===== config.mk =====
export PLATFORM = sky130hd
export DESIGN_NAME = fifo_reader_flat
export DESIGN_NICKNAME = d
export VERILOG_FILES = /design/src/rtl/fifo_reader_if.sv /design/src/rtl/fifo_reader.sv /design/src/flat_wrapper.sv
export SDC_FILE = /design/constraint.sdc
export NUM_CORES = 1
export LEC_CHECK = 0
export ABC_AREA = 0
export CAP_MARGIN = 20
export CORE_ASPECT_RATIO = 0.9
export CORE_MARGIN = 2
export CORE_UTILIZATION = 51
export CTS_BUF_LIST = sky130_fd_sc_hd__clkbuf_4
export DETAILED_ROUTE_END_ITERATION = 16
export PLACE_DENSITY_LB_ADDON = 0.2
export RECOVER_POWER = 100
export REMOVE_ABC_BUFFERS = 1
export SLEW_MARGIN = 40
export SYNTH_ARGS = -nofsm -noshare
export SYNTH_HDL_FRONTEND = slang
export SYNTH_SLANG_ARGS = --single-unit

===== constraint.sdc =====
create_clock -name clk -period 2 [get_ports clk]
set_input_delay 0.4 -clock clk [delete_from_list [all_inputs] [get_ports clk]]
set_output_delay 0.4 -clock clk [all_outputs]
set_load 0.02 [all_outputs]

===== src/rtl/fifo_reader_if.sv =====
// Purpose: bundles the FIFO read port and the downstream valid/ready stream of fifo_reader.
// Latency: wires only, no state.
// Backpressure: out_ready from the consumer throttles fifo_read_en inside the reader.
interface fifo_reader_if #(
    parameter type T = logic [31:0]
);
    logic       fifo_empty;
    logic       fifo_read_en;
    T           fifo_read_data;
    logic       out_valid;
    T           out_data;
    logic       out_ready;
    logic       flush;
    logic [1:0] count;

    // Reader side: drives the FIFO read enable and the output stream.
    modport master (
        input  fifo_empty,
        input  fifo_read_data,
        input  out_ready,
        input  flush,
        output fifo_read_en,
        output out_valid,
        output out_data,
        output count
    );

    // Environment side: FIFO plus consumer.
    modport slave (
        output fifo_empty,
        output fifo_read_data,
        output out_ready,
        output flush,
        input  fifo_read_en,
        input  out_valid,
        input  out_data,
        input  count
    );
endinterface


===== src/rtl/fifo_reader.sv =====
// Purpose: drains a registered-read FIFO into a valid/ready stream through a 2-entry skid buffer.
// Latency: read issued in cycle N is presented on out_valid/out_data in cycle N+2; 1 entry/cycle sustained.
// Backpressure: reads stop once buffered + in-flight entries would exceed 2 after this cycle's pop.
module fifo_reader #(
    parameter type T = logic [31:0]
) (
    input  logic          clk,
    input  logic          reset,
    fifo_reader_if.master bus
);

    // Two-slot in-order buffer; head/tail are 1-bit indices that wrap naturally.
    T           mem [2];
    logic [1:0] occ;
    logic       inflight;
    logic       head;
    logic       tail;

    logic       pop;
    logic [2:0] level;

    // Read issue: room must exist after this cycle's pop for the entry that returns next cycle.
    always_comb begin
        pop              = bus.out_valid & bus.out_ready;
        level            = {1'b0, occ} + {2'b00, inflight};
        bus.fifo_read_en = reset & ~bus.flush & ~bus.fifo_empty
                           & (level < (3'd2 + {2'b00, pop}));
    end

    // Output view: head slot straight from registered storage, so it is stable while stalled.
    always_comb begin
        bus.out_valid = (occ != 2'd0);
        bus.out_data  = mem[head];
        bus.count     = occ;
    end

    // Buffer state: capture returning data at the tail, retire at the head; flush empties everything.
    always_ff @(posedge clk or negedge reset) begin
        if (!reset) begin
            mem[0]   <= '0;
            mem[1]   <= '0;
            occ      <= 2'd0;
            inflight <= 1'b0;
            head     <= 1'b0;
            tail     <= 1'b0;
        end else if (bus.flush) begin
            // In-flight data arriving now is dropped; pops this cycle are ignored.
            occ      <= 2'd0;
            inflight <= 1'b0;
            head     <= 1'b0;
            tail     <= 1'b0;
        end else begin
            if (inflight) begin
                mem[tail] <= bus.fifo_read_data;
                tail      <= ~tail;
            end
            if (pop) begin
                head <= ~head;
            end
            occ      <= occ + {1'b0, inflight} - {1'b0, pop};
            inflight <= bus.fifo_read_en;
        end
    end

endmodule

===== src/flat_wrapper.sv =====
// flat-port wrapper written by rule: the top's interface ports become plain ports
module fifo_reader_flat 
#(
    parameter type T = logic [31:0]
)
  (clk, reset, bus_fifo_empty, bus_fifo_read_data, bus_out_ready, bus_flush, bus_fifo_read_en, bus_out_valid, bus_out_data, bus_count);
  fifo_reader_if #(.T(T)) bus_i ();
  input  logic clk;
  input  logic reset;
  input wire logic [$bits(bus_i.fifo_empty)-1:0] bus_fifo_empty;
  input wire logic [$bits(bus_i.fifo_read_data)-1:0] bus_fifo_read_data;
  input wire logic [$bits(bus_i.out_ready)-1:0] bus_out_ready;
  input wire logic [$bits(bus_i.flush)-1:0] bus_flush;
  output wire logic [$bits(bus_i.fifo_read_en)-1:0] bus_fifo_read_en;
  output wire logic [$bits(bus_i.out_valid)-1:0] bus_out_valid;
  output wire logic [$bits(bus_i.out_data)-1:0] bus_out_data;
  output wire logic [$bits(bus_i.count)-1:0] bus_count;
  assign bus_i.fifo_empty = bus_fifo_empty;
  assign bus_i.fifo_read_data = bus_fifo_read_data;
  assign bus_i.out_ready = bus_out_ready;
  assign bus_i.flush = bus_flush;
  assign bus_fifo_read_en = bus_i.fifo_read_en;
  assign bus_out_valid = bus_i.out_valid;
  assign bus_out_data = bus_i.out_data;
  assign bus_count = bus_i.count;
  fifo_reader #(.T(T)) u_core (.clk(clk), .reset(reset), .bus(bus_i));
endmodule

* Yosys cells after proc, flatten, opt, wreduce, memory -nomap -nowiden
Cells that the tools add are included.
W data, S select, Z words.
** Word-level totals
- Bits in registers :: 69
- Bits of input ports :: 37
- Output and inout port bits :: 36
- Word-level logic and storage cells :: 41
** Cells by class
- Add/subtract/negate cells :: 4
- Order comparisons :: 4
- Mux-type cells :: 12
- Bitwise operators :: 10
- Reductions and logical operators :: 5
** Operators by type and width (number)
- $mux W32 :: 4
- $bwmux W64 :: 1
- $demux W32 S1 :: 1
- $reduce_bool A2 Y1 :: 3
- $mux W1 :: 5
- $and A1 B1 Y1 :: 4
- $ge A2 B2 Y1 const B :: 2
- $not A1 Y1 :: 4
- $not A1 Y2 :: 2
- $add A2 B1 Y3 :: 1
- $add A2 B1 Y3 const A :: 1
- $lt A3 B3 Y1 :: 1
- $add A2 B1 Y2 :: 1
- $lt A2 B1 Y1 const B :: 1
- $mux W2 :: 1
- $reduce_and A2 Y1 :: 1
- $sub A2 B1 Y2 :: 1
- $logic_and A1 B1 Y1 :: 1

* Logic depth before layout (Yosys ltp)
- Depth after elaboration :: 6
- Gate-level depth with buffers :: 8
- Depth with buffers taken out :: 8

* Worst setup path before layout
No wires, ideal clock.
- Path type :: register to register
- Start :: register u_core.occ[1] (netlist: u_core.bus.count[1])
- End :: register u_core.occ[1] (netlist: u_core.bus.count[1])
- Setup time :: 0.086 ns
- Data arrival time :: 1.712 ns
- Required time :: 1.914 ns
- Path slack :: 0.202 ns
- Stages on the path, launching flop included :: 9
- Path buffers :: 0
- Clock period less this slack :: 1.798 ns
- Cell sequence :: dfrtp_1 -> o21ai_0 -> inv_1 -> ha_1 -> inv_1 -> ha_1 -> xor2_1 -> and2_1 -> nor3_1
** On the way
- Cells in the longest elaborated chain, start to end :: 4
- Elaborated cells on any way between the ends :: 5
- Those cells by class :: 2 x add/sub; 1 x mux; 1 x bitwise; 1 x reduce/logical
** RTL lines
- from (decl) :: RTL line fifo_reader.sv:14 : logic [1:0] occ;
- from (signal assigned) :: RTL line fifo_reader.sv:60 : occ <= occ + {1'b0, inflight} - {1'b0, pop};
- branches (longest 2 deep; another with $add A2 B1 Y2)
- $sub A2 B1 Y2 (*) :: RTL line fifo_reader.sv:60
- $mux W2 (*) :: RTL line fifo_reader.sv:46 : end else if (bus.flush) begin
Every way passes the cells marked *.
A chain may end at the register's enable or synchronous reset.

* Final worst setup path
- Start :: register u_core.head
- End :: output bus_out_data[4]
** On the way
- Cells in the longest elaborated chain, start to end :: 4
** RTL lines
- from (decl) :: RTL line fifo_reader.sv:16 : logic head;
- from (signal assigned) :: RTL line fifo_reader.sv:58 : head <= ~head;
- $not A1 Y2 (implied by the code) :: RTL line fifo_reader.sv:33 : bus.out_data = mem[head];
- $mux W32 (implied by the code) (3 in a row) :: RTL line fifo_reader.sv:33
- to (decl) :: RTL line flat_wrapper.sv:16 : output wire logic [$bits(bus_i.out_data)-1:0] bus_out_data;
No other way between the ends. The select of a mux whose other input is x is not followed.

==> key figures <==
Setup path
  • Kind of critical path: reg2out
  • R2r startpoint: u_core.bus.count[0]
  • FF-to-FF End: u_core.bus.count[1]
  • Worst Path Required: between 1.5 and 2 ns
  • Slowest cell delay on critical path: about 0.43 ns
  • Worst EP arrival: 1.63 ns
  • Most used cell, CP: buf_6
  • Worst-path fanout max: 8
  • Worst-path cell chain: buf_6 -> buf_12 -> buf_6 -> mux2_4 -> buf_6
  • Highest-delay cell along the critical path: dfrtp_1
  • Crit. End Element: primary output
  • R2r setup slk: ~0.12 ns
  • R2R depth: 10
  • CP Launch Type: register

Yosys
  • Async SR Flop Fraction: 1.00
  • Largest area contributor in the netlist: dfrtp_1
  • Syn avg cell area: 15.5 sq um
  • Area contributors post-synth: dfrtp_1, mux2_2, ha_1, mux2_1, buf_6
  • Synth Register Bits: 69
  • Post-synth EDFFs: 0
  • Synthesized instance count: between 150 and 200
  • Post-synth top flop: dfrtp_1
  • Library cells used by synthesis: 20
  • Yosys top cell area share: 0.561
  • Mapped Area: about 3100 sq um
  • Synth warn: 0
  • Seq/Total Area, Yosys: 0.561

Placement
  • Placed cells: between 300 and 400
  • HPWL Detailed: ~4000 um
  • Input/output buffers: between 70 and 80
  • GPL Wtd Cong: 0.751

Clock network
  • CTS buffer count: 9
  • CTS tree: done
  • Clk pin slew, worst setup/hold paths: 0.09 ns
  • Htree depth: 3
  • Worst-skew pair later-pin latency: between 0.3 and 0.4 ns
  • CTS root buf: clkbuf_4
  • Clk buf depth: 2
  • # clock sinks: approximately 70
  • Hold buffers post-CTS: 0

Floorplanning
  • Total Die Area: between 6000 and 7000 sq um
  • Site Rows: 26
  • CORE AREA: between 5000 and 6000 sq um
  • Die Height: slightly below 80 um
  • Starting density of the core: 0.535
  • # IOs: between 70 and 80
  • Die W: 85.9 um

Route
  • Residual DRC: 2
  • Router iterations before antenna repair: 12
  • DR vias: roughly 1.9k
  • Wirelength per Cell: approximately 16 um
  • First DRT Iteration DRCs: 79
  • DRT antenna net count: 0
  • Total Routed Length: 5910 um
  • Vias per Instance: between 5 and 6

GRT
  • GRT overflow: 0
  • First-pass GRT wire length: approximately 9700 um
  • Largest net degree at the start of global routing: 39
  • Initial antenna violation count: 0
  • Total GRT Usage: 0.191
  • Number of global-route vias before repair: between 2k and 2.5k

Final layout
  • Diodes inserted: 0
  • Non-filler instance count after layout: 363
  • Synthesis-to-finish area growth: 31.3%
  • Fill count: 435
  • Share of cells above drive strength 1: 0.536
  • Commonest non-fill, non-tap cell in the layout: mux2_2
  • Post-layout net count: between 300 and 400
  • Most frequent cells in the layout: mux2_2, dfrtp_1, clkdlybuf4s50_1

Timing
  • Slew @ Worst Pin: between 0.9 and 1 ns
  • Setup violators final: 4
  • Worst relative slew slack: 0.396
  • RSZ-0062 raised after global routing: yes
  • Maximum clock frequency: around 0.5 GHz
  • Slew Limit Fails: 0
  • Final Cycle Share: 1.02
  • Clk_skew: about 0.011 ns
  • Hold slack: between 0.3 and 0.4 ns
  • Setup WS post-layout: -0.0316 ns
  • Final Hold Fails: 0
  • Fin crit period: 2.03 ns

Worst hold path
  • Min-Delay Path Class: in2async

Status
  • Failing checks: DRC, setup timing
  • Status: finished, violations left

Pwr
  • Max VDD drop: 862 uV
  • Pleak: 1.93 nW
  • Power per cell area: ~1400 nW/um^2

Job
  • Max Cap Violations: 0
power by group:
| group | internal [mW] | switching [mW] | leakage [nW] |
|---|---|---|---|
| logic | 1.67 | 1.35 | 0.994 |
| registers | 1.89 | 0.249 | 0.880 |
| clock network | 0.224 | 0.428 | 0.0516 |
| total | 3.78 | 2.02 | 1.93 |
how the worst max path moves through the flow:
stage	depth (start not counted)	slack (ns)	startpoint	end
detailed placement	5	-0.34	bus_out_ready	bus_fifo_read_en
finish	5	-0.03	u_core.head	bus_out_data[4]
global route	5	-0.12	u_core.head	bus_out_data[4]
CTS	5	-0.1	u_core.bus.count[0]	bus_fifo_read_en
global placement	5	-0.36	bus_out_ready	bus_fifo_read_en
floorplan	2	0.1	u_core.inflight	u_core.mem[32]
area by class of cell:
class	count	area, sq um	share of cell area
sequential	69	1730	0.428
multi-input combinational	117	1310	0.324
timing repair buffer	90	816	0.202
tap	70	87.6	0.0217
clock buffer	9	67.6	0.0167
clock inverter	5	20.0	0.00496
inverter	3	11.3	0.00279
cell usage after synthesis, types with 2 or more instances:
library cell / count
mux2_2: 92
mux2_1: 4
and4b_1: 2
nor2_1: 4
dfrtp_1: 69
xor2_1: 2
buf_2: 3
inv_1: 3
buf_6: 3
buf_4: 3
ha_1: 4
o21ai_0: 2
cells by family after synthesis:
logic type	after synthesis	share of synthesized area
mux	96	0.351
fa+ha+maj	4	0.0163
flops	69	0.561
simple gates	12	0.0317
buf+inv	13	0.0280
xor+xnor	3	0.00854
compound gates	2	0.00325
state kept, by name, indices dropped and copies added (netlist names):
register          count
u_core.mem           64
u_core.bus.count      2
u_core.head           1
u_core.inflight       1
u_core.tail           1
worst max-delay path, delay by kind of cell, from the launching register on:
kind,cells,cell delay (ns)
flip-flops,1,0.43
multiplexers,1,0.29
buffers and inverters,4,0.52
what timing repair did:
| action | in CTS | in global routing |
|---|---|---|
| setup endpoints to repair | 34 | 20 |
| pin swaps | 1 | 3 |
| resized for setup | 143 | 50 |
| cloned | 1 | 0 |
| buffers inserted | 4 | 0 |
| hold endpoints to repair | 0 | 0 |
layer usage:
metal	wire length, um	share of wire	vias to the layer above	track usage
li1	-	-	891	-
met1	2630	0.45	946	0.247
met2	2880	0.49	53	0.300
met3	354	0.060	6	0.0681
met4	40	0.0068	0	0.0619
met5	0	0	-	0
metrics by stage:
step | setup WS, ns | util | cell area, sq um | power (mW) | setup TNS [ns]
finish | -0.0316 | 0.702 | 4040 | 5.81 | -0.103
global placement | -0.364 | 0.691 | 3980 | 5.04 | -0.419
global route | -0.122 | 0.702 | 4040 | 6.18 | -0.922
CTS | -0.0953 | 0.692 | 3990 | 5.52 | -0.330
floorplan | 0.0998 | - | 3000 | 3.78 | 0
detailed placement | -0.336 | 0.691 | 3980 | 5.11 | -0.479
No activity file was read; power rests on OpenSTA's default activity.
